===== src/rtl/score_digit_counter.sv =====
// score_digit_counter
//   Game score/lives tracker for a brick-breaker style game. Keeps a
//   three-digit BCD score that saturates at MAX_SCORE, a lives counter
//   loaded with START_LIVES, and an IDLE/PLAY/OVER state machine driven
//   by rising edges of the start, hit and miss levels.
//
//   Optional feature macro: SCORE_BLANK_EN -- when defined, leading zero
//   digits of the score are blanked (code 5'b11111) on dig2/dig1.
//
// Ports
//   clk        : system clock, rising edge active
//   rst        : asynchronous active-high reset
//   start      : start key level (rising edge acted on)
//   hit        : brick-hit level (rising edge acted on)
//   miss       : ball-lost level (rising edge acted on)
//   dig0       : score ones digit code
//   dig1       : score tens digit code
//   dig2       : score hundreds digit code
//   dig_lives  : remaining-lives digit code
//   game_over  : registered, high while in OVER
//   state      : IDLE=00, PLAY=01, OVER=10
module score_digit_counter #(
  parameter int unsigned START_LIVES = 3,
  parameter int unsigned MAX_SCORE   = 999
) (
  input  logic       clk,
  input  logic       rst,
  input  logic       start,
  input  logic       hit,
  input  logic       miss,
  output logic [4:0] dig0,
  output logic [4:0] dig1,
  output logic [4:0] dig2,
  output logic [4:0] dig_lives,
  output logic       game_over,
  output logic [1:0] state
);

  typedef enum logic [1:0] {
    IDLE = 2'b00,
    PLAY = 2'b01,
    OVER = 2'b10
  } state_t;

  localparam logic [3:0] LIVES0 = 4'(START_LIVES);
  localparam logic [3:0] MAX_H  = 4'(MAX_SCORE / 100);
  localparam logic [3:0] MAX_T  = 4'((MAX_SCORE / 10) % 10);
  localparam logic [3:0] MAX_O  = 4'(MAX_SCORE % 10);

  state_t     cur, nxt;
  logic       start_q, hit_q, miss_q;
  logic       armed;
  logic       start_e, hit_e, miss_e;
  logic [3:0] ones, tens, hund, lives;
  logic [3:0] n_ones, n_tens, n_hund, n_lives;
  logic       at_max;

  // The history registers clear to 0 in reset, so a level already high at
  // release would look like an edge; 'armed' masks edges for that first
  // clock so only genuine low-to-high transitions count.
  assign start_e = armed & start & ~start_q;
  assign hit_e   = armed & hit   & ~hit_q;
  assign miss_e  = armed & miss  & ~miss_q;

  assign at_max = (hund == MAX_H) && (tens == MAX_T) && (ones == MAX_O);

  always_ff @(posedge clk or posedge rst) begin
    if (rst) begin
      cur       <= IDLE;
      start_q   <= 1'b0;
      hit_q     <= 1'b0;
      miss_q    <= 1'b0;
      armed     <= 1'b0;
      ones      <= '0;
      tens      <= '0;
      hund      <= '0;
      lives     <= LIVES0;
      game_over <= 1'b0;
    end else begin
      cur       <= nxt;
      start_q   <= start;
      hit_q     <= hit;
      miss_q    <= miss;
      armed     <= 1'b1;
      ones      <= n_ones;
      tens      <= n_tens;
      hund      <= n_hund;
      lives     <= n_lives;
      game_over <= (nxt == OVER);
    end
  end

  always_comb begin
    nxt     = cur;
    n_ones  = ones;
    n_tens  = tens;
    n_hund  = hund;
    n_lives = lives;
    case (cur)
      IDLE: begin
        n_ones  = '0;
        n_tens  = '0;
        n_hund  = '0;
        n_lives = LIVES0;
        if (start_e) nxt = PLAY;
      end
      PLAY: begin
        if (hit_e && !at_max) begin
          if (ones == 4'd9) begin
            n_ones = '0;
            if (tens == 4'd9) begin
              n_tens = '0;
              n_hund = hund + 4'd1;
            end else begin
              n_tens = tens + 4'd1;
            end
          end else begin
            n_ones = ones + 4'd1;
          end
        end
        if (miss_e) begin
          n_lives = lives - 4'd1;
          if (lives == 4'd1) nxt = OVER;
        end
      end
      OVER: begin
        if (start_e) begin
          n_ones  = '0;
          n_tens  = '0;
          n_hund  = '0;
          n_lives = LIVES0;
          nxt     = PLAY;
        end
      end
      default: nxt = IDLE;
    endcase
  end

  assign state     = cur;
  assign dig_lives = {1'b0, lives};
  assign dig0      = {1'b0, ones};

`ifdef SCORE_BLANK_EN
  assign dig2 = (hund == 4'd0) ? 5'b11111 : {1'b0, hund};
  assign dig1 = ((hund == 4'd0) && (tens == 4'd0)) ? 5'b11111 : {1'b0, tens};
`else
  assign dig2 = {1'b0, hund};
  assign dig1 = {1'b0, tens};
`endif

endmodule


===== config.mk =====
export PLATFORM = sky130hd
export DESIGN_NAME = score_digit_counter
export DESIGN_NICKNAME = d
export VERILOG_FILES = /design/src/rtl/score_digit_counter.sv
export SDC_FILE = /design/constraint.sdc
export NUM_CORES = 1
export LEC_CHECK = 0
export ABC_AREA = 1
export CORE_MARGIN = 1.5
export CORE_UTILIZATION = 47
export CTS_BUF_LIST = sky130_fd_sc_hd__clkbuf_8
export DETAILED_ROUTE_END_ITERATION = 16
export PLACE_DENSITY = 0.78
export SLEW_MARGIN = 20
export SYNTH_ARGS = -nofsm -noshare
export SYNTH_HDL_FRONTEND = slang
export SYNTH_SLANG_ARGS = --single-unit
export TNS_END_PERCENT = 100

===== constraint.sdc =====
create_clock -name clk -period 1.27 [get_ports clk]
set_input_delay 0.254 -clock clk [delete_from_list [all_inputs] [get_ports clk]]
set_output_delay 0.254 -clock clk [all_outputs]
set_load 0.02 [all_outputs]

Word-level counts from Yosys, hierarchy flattened
Index checks and enable logic that the tools add are counted.

Add/subtract/negate cells: 4. Multiply operators: 0. Divide/modulo/power cells: 0. $lt $le $gt $ge: 0. Equality and inequality tests: 12. Shift-type cells: 0. Mux-type cells: 19. Bitwise logic cells: 9. Reduce and logical (&&, ||, !) cells: 11.

Operators with widths (number): $pmux 4 s3 (4); $mux 4 (11); $add 4x1->4 const B (3); $eq 4x4->1 const B (3); $ne 2x2->1 const B (5); $and 1x1->1 (6); $mux 2 (3); $reduce_and 3->1 (2); $reduce_and 5->1 (1); $eq 2x2->1 const B (2); $eq 4x1->1 const B (1); $pmux 2 s2 (1); $reduce_and 4->1 (1); $sub 4x1->4 const B (1); $logic_and 1x1->1 (3); $not 1->1 (3); $reduce_bool 3->1 (1); $eq 2x1->1 const B (1); $logic_not 2->1 (1); $reduce_or 2->1 (1); $logic_not 1->1 (1).

Flip-flop bits (word level): 23. Bits in latches: 0. Bits in writable memories: 0. Memory bits (read-only): 0. Input port bits: 5. Output and inout bits: 23. Word-level logic and storage cells: 65. Memories kept: 0.

Logic depth before layout (Yosys ltp)
Gate-level depths: netlist of the first run.

Depth after elaboration: 7. Depth in mapped cells: 11.

Least setup slack after synthesis of the first run
Ideal clock, no wire load.

Path type: reg2reg. Start: register ones[0]. End: register hund[0]. Data arrival time: 1.345 ns. Path slack: -0.193 ns. Cell stages (with the launch flop): 11. Path through: dfrtp_1 ha_1 nand2_1 nor2_2 inv_1 nand2_1 nand2_2 clkinv_4 nand3_2 nand2_1 nand2_1.

Cells in the longest elaborated chain, start to end: 6.

RTL lines: start, declared (line 54) `logic [3:0] ones, tens, hund, lives;`; start signal, assigned (line 85) `ones <= n_ones;`; $eq 4x4->1 * (line 65, 109); $logic_and 1x1->1 (line 65) `assign at_max = (hund == MAX_H) && (tens == MAX_T) && (ones == MAX_O);`; $logic_not 1->1 (line 108) `if (hit_e && !at_max) begin`; $logic_and 1x1->1 (line 108); $ne 2x2->1 (no line); $reduce_and 5->1 (no line) *; end signal, assigned (line 87) `hund <= n_hund;`; end, declared (line 54).

Mark *: on every way between the ends. The rest lies on a longest branch, timed or not. A chain may end at the register's enable or synchronous reset.

Worst setup path after layout of the first run
Start: register hund[1]. End: register hund[2].

Cells in the longest elaborated chain, start to end: 7.

RTL lines: branches (longest 7 deep; another with $add 4x1->4).

Parallel ways; which one is timed is not known. The select of a mux whose other input is x is not followed.

==> summary.txt, run 1 <==
Run status
  – Status: complete, but fails checks
  – Failing checks: negative setup slack

Timing
  – Pins Over Slew Limit: 0
  – Final setup violation count: 16
  – Final worst slack: -0.1620 ns
  – Worst Skew: 0.004546 ns
  – RSZ-0062 raised after global routing: true
  – Total negative slack: -1.756 ns
  – Worst hold margin: 0.3062 ns
  – Tmin final: 1.432 ns
  – Fin. Hold Viols: 0
  – Max frequency: 698.3 MHz
  – Final worst-path cycle share: 112.8%

Placed design
  – GPL Wtd Cong: 0.8051
  – Post-Place Setup Slack: -0.2880 ns
  – Cell Area, Placed: 0.001787 mm2
  – Number of port buffers: 23
  – Post-DP HPWL: 2296 um

Floorplan
  – Die Height: 55.67 um
  – Die ar.: 0.003099 mm2
  – Cell Rows: 18
  – Ports: 28
  – Initial cell density of the core: 51.23%
  – Core box area: 0.002545 mm2
  – Die X: 55.67 um

GRT
  – Largest net degree at the start of global routing: 24
  – Gr usage total: 21.49%
  – Remaining global-route overflow: 0
  – Initial antenna violation count: 0
  – Number of global-route vias before repair: 1223
  – First-pass GRT wire length: 5299 um

Routing
  – Via/cell ratio: 5.400
  – Average wire per standard cell: 15.10 um
  – Total wire length: 3625 um
  – DR pass1 iterations: 4
  – DRT iter0 DRCs: 35
  – DRC: 0
  – Routed Antenna Nets: 0
  – Routed via count: 1296

Setup path
  – CP Max Fanout: 7
  – CP delay by family, top: simple AND/OR/NAND/NOR gates
  – Crit path launch type: flip-flop
  – Critical path class: flip-flop to flip-flop
  – CP most frequent cell: nand2_1
  – R2R setup slack: -0.16 ns
  – Worst path slowest cell: dfrtp_2
  – Slowest stage delay, CP: 0.43 ns
  – Crit path cell chain: inv_2 > ha_4 > nand2_2 > nor2_2 > nand3_2 > nand2_4 > nand2_8 > nand3_4 > nand2_1 > nand2_1
  – WP data required: 1.47 ns
  – WP data arrival: 1.63 ns
  – CP endpoint kind: flip-flop
  – CP bufs+invs: 1

Finish
  – Commonest non-fill, non-tap cell in the layout: buf_4
  – Share of cells above drive strength 1: 53.33%
  – Final instance area: 0.002034 mm2
  – Most frequent cells in the layout: buf_4 (28), nand2_2 (18), nand2_1 (16)
  – Final #Nets: 224
  – Fillers: 155
  – ANT cells: 0
  – Syn-to-layout area delta: 56.05%

Synthesis
  – Synth Area per Inst: 8.521 um2
  – Post-synthesis cell area: 0.001304 mm2
  – Dominant cells by area after synthesis: dfrtp_1 (40%), nand2_1 (10%), ha_1 (7.7%)
  – Flops & latches, synth: 23
  – Gate Count Post-Synth: 153
  – Cell accounting for the most synthesized area: dfrtp_1
  – Yosys Warn Count: 0
  – Top-area cell type share of the netlist area: 40.31%
  – Yosys cell types: 27
  – Seq/Total Area, Yosys: 44.34%

Clocking
  – CTS tree: yes
  – Root buf cell: clkbuf_8
  – Worst-path clk slew: 0.09 ns
  – Worst-skew pair later-pin latency: 0.27 ns
  – H-tree depth: 1
  – CTS Sinks: 23
  – Hold-fix buffers, CTS: 0
  – CTS Buf Count: 3
  – CTS Buffer Depth: 2

Min path
  – Worst min-delay path class: input pin to async pin

Pwr
  – Leakage power: 0.9673 nW
  – PwrDens: 2228 mW/mm2
  – Worst vdd ir: 1.836 mV
  – Design Power: 4.532 mW

Job
  – Max_cap viols: 0
## logic make-up (layout without fill, tap and decap cells)
group           Yosys count  count (layout)  share of synthesized area, %
buf+inv                  21              75                         8.158
other cells               2               5                        0.5760
fa+ha+maj                 8               8                         7.678
simple gates             78              78                         29.56
compound gates           16              16                         6.333
flops                    23              23                         44.34
xor+xnor                  5               5                         3.359
## worst paths after layout
path,startpoint,to,cells after the start
setup reg to reg,hund[1],hund[2],10
hold reg to reg,start_q,state[0],3
hold / removal,rst,tens[2],3
max in group asynchronous,rst,lives[0],3
min in group clk,miss,miss_q,1
setup / recovery,hund[1],hund[2],10
## what timing repair did
action / in CTS / in global routing
buffers inserted: 1 / 4
cloned: 0 / 0
pin swaps: 7 / 5
endpoints found under the setup margin: 35 / 28
gates resized for setup: 70 / 42
hold endpoints to repair: 0 / 0
## registers in the layout (all words and copies together), names as in the netlist
register	cells
hund	4
lives	4
ones	4
tens	4
state	2
armed	1
game_over	1
hit_q	1
miss_q	1
start_q	1
## stage by stage
stage	std cells	utilization [%]
floorplan	156	-
global placement	231	70.21
detailed placement	231	70.21
CTS	236	74.34
global route	240	79.94
finish	240	79.94
## worst reg2reg max path: stages (launching register included)
cell,delay [ns]
dfrtp_2,0.43
inv_2,0.07
ha_4,0.12
nand2_2,0.06
nor2_2,0.13
nand3_2,0.10
nand2_4,0.09
nand2_8,0.09
nand3_4,0.14
nand2_1,0.08
nand2_1,0.07
## cell usage after synthesis, drive strengths merged
cell    count
clkinv      1
inv        15
conb        2
nor2       16
dfrtp      21
buf         5
xor2        1
o21ai      14
o31ai       1
nand4       6
a21oi       1
ha          8
nand2      41
nand3      11
dfstp       2
or2         4
xnor2       4
## routing by layer
layer  routed length (um)  global-route usage [%]  vias to the layer above
li1                     -                       -                      599
met3                  150                   3.953                       22
met1                 1446                   24.70                      622
met4                  165                   7.666                        0
met2                 1864                   39.46                       53
met5                    0                       0                        -
## cell type report
cell class	instances	area, um2	share of cell area [%]
Clock buffer	3	41.29	2.030
Multi-Input combinational cell	112	844.6	41.51
Clock inverter	1	5.005	0.2460
Inverter	16	65.06	3.198
Tap cell	30	37.54	1.845
Sequential cell	23	586.8	28.84
Timing Repair Buffer	55	454.2	22.32
## power breakdown
| group | switching, mW | internal (mW) | total [mW] |
|---|---|---|---|
| registers | 0.197 | 0.972 | 1.17 |
| clock network | 0.247 | 0.219 | 0.467 |
| logic | 1.65 | 1.25 | 2.90 |
Note: power is estimated with default switching activity, not from simulation.
==> inputs of run 2 (changes only) <==
- CORE_ASPECT_RATIO: not set -> 0.7
- CORE_UTILIZATION: 47 -> 56
- PLACE_DENSITY: 0.78 -> 0.87
- clock period: 1.27 -> 1.85 ns (I/O delays scaled with it)
==> summary.txt, run 2 (same netlist as run 1, synthesis figures left out) <==
Clocking
  – H-tree depth: 1
  – CTS Buf Count: 3
  – Post-cts gate resize count: 0
  – CTS tree: yes
  – Worst-path clk slew: 0.08 ns
  – Post-CTS Setup Inserts: 0
  – CTS Buffer Depth: 2
  – CTS Sinks: 23
  – Worst-skew pair later-pin latency: 0.26 ns
  – Root buf cell: clkbuf_8
  – Hold-fix buffers, CTS: 0

Setup path
  – Worst path slowest cell: clkdlybuf4s50_1
  – Reg-to-reg critical path startpoint: ones[0]
  – WP data required: 1.48 ns
  – Crit path launch type: flip-flop
  – Crit path cell chain: clkdlybuf4s50_1
  – WP data arrival: 1.42 ns
  – CP endpoint kind: primary output
  – WP depth: 1
  – Crit Reg-Reg Endpoint: hund[2]
  – Critical path class: flip-flop to primary output
  – CP delay by family, top: buffers and inverters
  – Slowest stage delay, CP: 0.66 ns
  – Reg2reg path depth: 10
  – CP bufs+invs: 1
  – CP Max Fanout: 3
  – R2R setup slack: 0.34 ns

Pwr
  – Worst vdd ir: 0.9325 mV
  – Design Power: 2.377 mW
  – Leakage power: 0.7602 nW
  – PwrDens: 1485 mW/mm2

GRT
  – Initial antenna violation count: 0
  – Number of global-route vias before repair: 957
  – Gr busiest metal: met2
  – First-pass GRT wire length: 4264 um
  – GR Layer Usage met2: 34.19%
  – Remaining global-route overflow: 0
  – Largest net degree at the start of global routing: 24
  – GRT met1 Usage: 31.12%
  – Met3 GRT Util: 5.672%
  – Gr usage total: 22.20%

Timing
  – Max frequency: 558.2 MHz
  – Pins Over Slew Limit: 0
  – Final worst slack: 0.05865 ns
  – RSZ-0062 raised after global routing: false
  – Final worst-path cycle share: 96.83%
  – Total negative slack: 0 ns
  – Tmin final: 1.791 ns
  – Worst Skew: 0.004030 ns
  – Final setup violation count: 0
  – Fin. Hold Viols: 0

Placed design
  – Post-Place Setup Slack: 0.1684 ns
  – Post-DP HPWL: 1896 um
  – Number of port buffers: 23
  – Dpl cells: 207
  – GPL Wtd Cong: 0.8030

Routing
  – Average wire per standard cell: 11.71 um
  – DRT iter0 DRCs: 65
  – Routed via count: 1066
  – Total wire length: 2471 um
  – Routed Antenna Nets: 0
  – Via/cell ratio: 5.052
  – DRC: 0
  – DR pass1 iterations: 4

Floorplan
  – Die ar.: 0.002631 mm2
  – Cell Rows: 14
  – Ports: 28
  – Core box area: 0.002172 mm2
  – Initial cell density of the core: 60.02%
  – Die X: 60.67 um
  – Die Height: 43.37 um

Finish
  – Syn-to-layout area delta: 22.74%
  – ANT cells: 0
  – Share of cells above drive strength 1: 11.17%
  – Fillers: 176
  – Post-Layout Cell Count: 211
  – Most frequent cells in the layout: nand2_1 (35), clkdlybuf4s50_1 (22), dfrtp_1 (21)
  – Final #Nets: 193
  – Commonest non-fill, non-tap cell in the layout: nand2_1

Job
  – Max_cap viols: 0

Min path
  – Worst min-delay path class: input pin to async pin

Run status
  – Status: finished, final reports clean
## run 2: area by class of cell
| class | instances | area, um2 | share of cell area [%] |
|---|---|---|---|
| clock buffers | 3 | 41.29 | 2.580 |
| clock inverters | 1 | 5.005 | 0.3127 |
| inverters | 16 | 65.06 | 4.066 |
| multi-input cells | 112 | 630.6 | 39.41 |
| flip-flops and latches | 23 | 578.1 | 36.12 |
| well taps | 32 | 40.04 | 2.502 |
| repair buffers | 24 | 240.2 | 15.01 |
## run 2: power by group
part           total, mW  switching [mW]  internal [mW]
Combinational       1.23           0.732          0.498
Clock              0.309           0.159          0.150
Sequential         0.839           0.183          0.656
Total               2.38            1.07           1.30
## run 2: how the worst max path moves through the flow
stage	startpoint	endpoint	slack, ns
after floorplan	ones[0]	hund[0]	0.39
after global placement	start	hund[0]	0.21
after detailed placement	start	hund[0]	0.17
after CTS	lives[0]	dig_lives[0]	0.03
after global routing	state[1]	state[1]	0.002
final	state[1]	state[1]	0.06
## run 2: metal layers
| metal | up-vias | share of wire (%) |
|---|---|---|
| met5 | - | 0 |
| met4 | 0 | 0.85 |
| met3 | 4 | 4.9 |
| met2 | 32 | 47 |
| met1 | 492 | 47 |
| li1 | 538 | - |
## run 2: through the flow
| stage | cell area, um2 | utilization (%) | hold WS (ns) |
|---|---|---|---|
| floorplan | 1315 | - | 0.3704 |
| global placement | 1551 | 71.43 | 0.5241 |
| detailed placement | 1551 | 71.43 | 0.5239 |
| CTS | 1598 | 73.56 | 0.4550 |
| global route | 1600 | 73.68 | 0.4886 |
| finish | 1600 | 73.68 | 0.4448 |
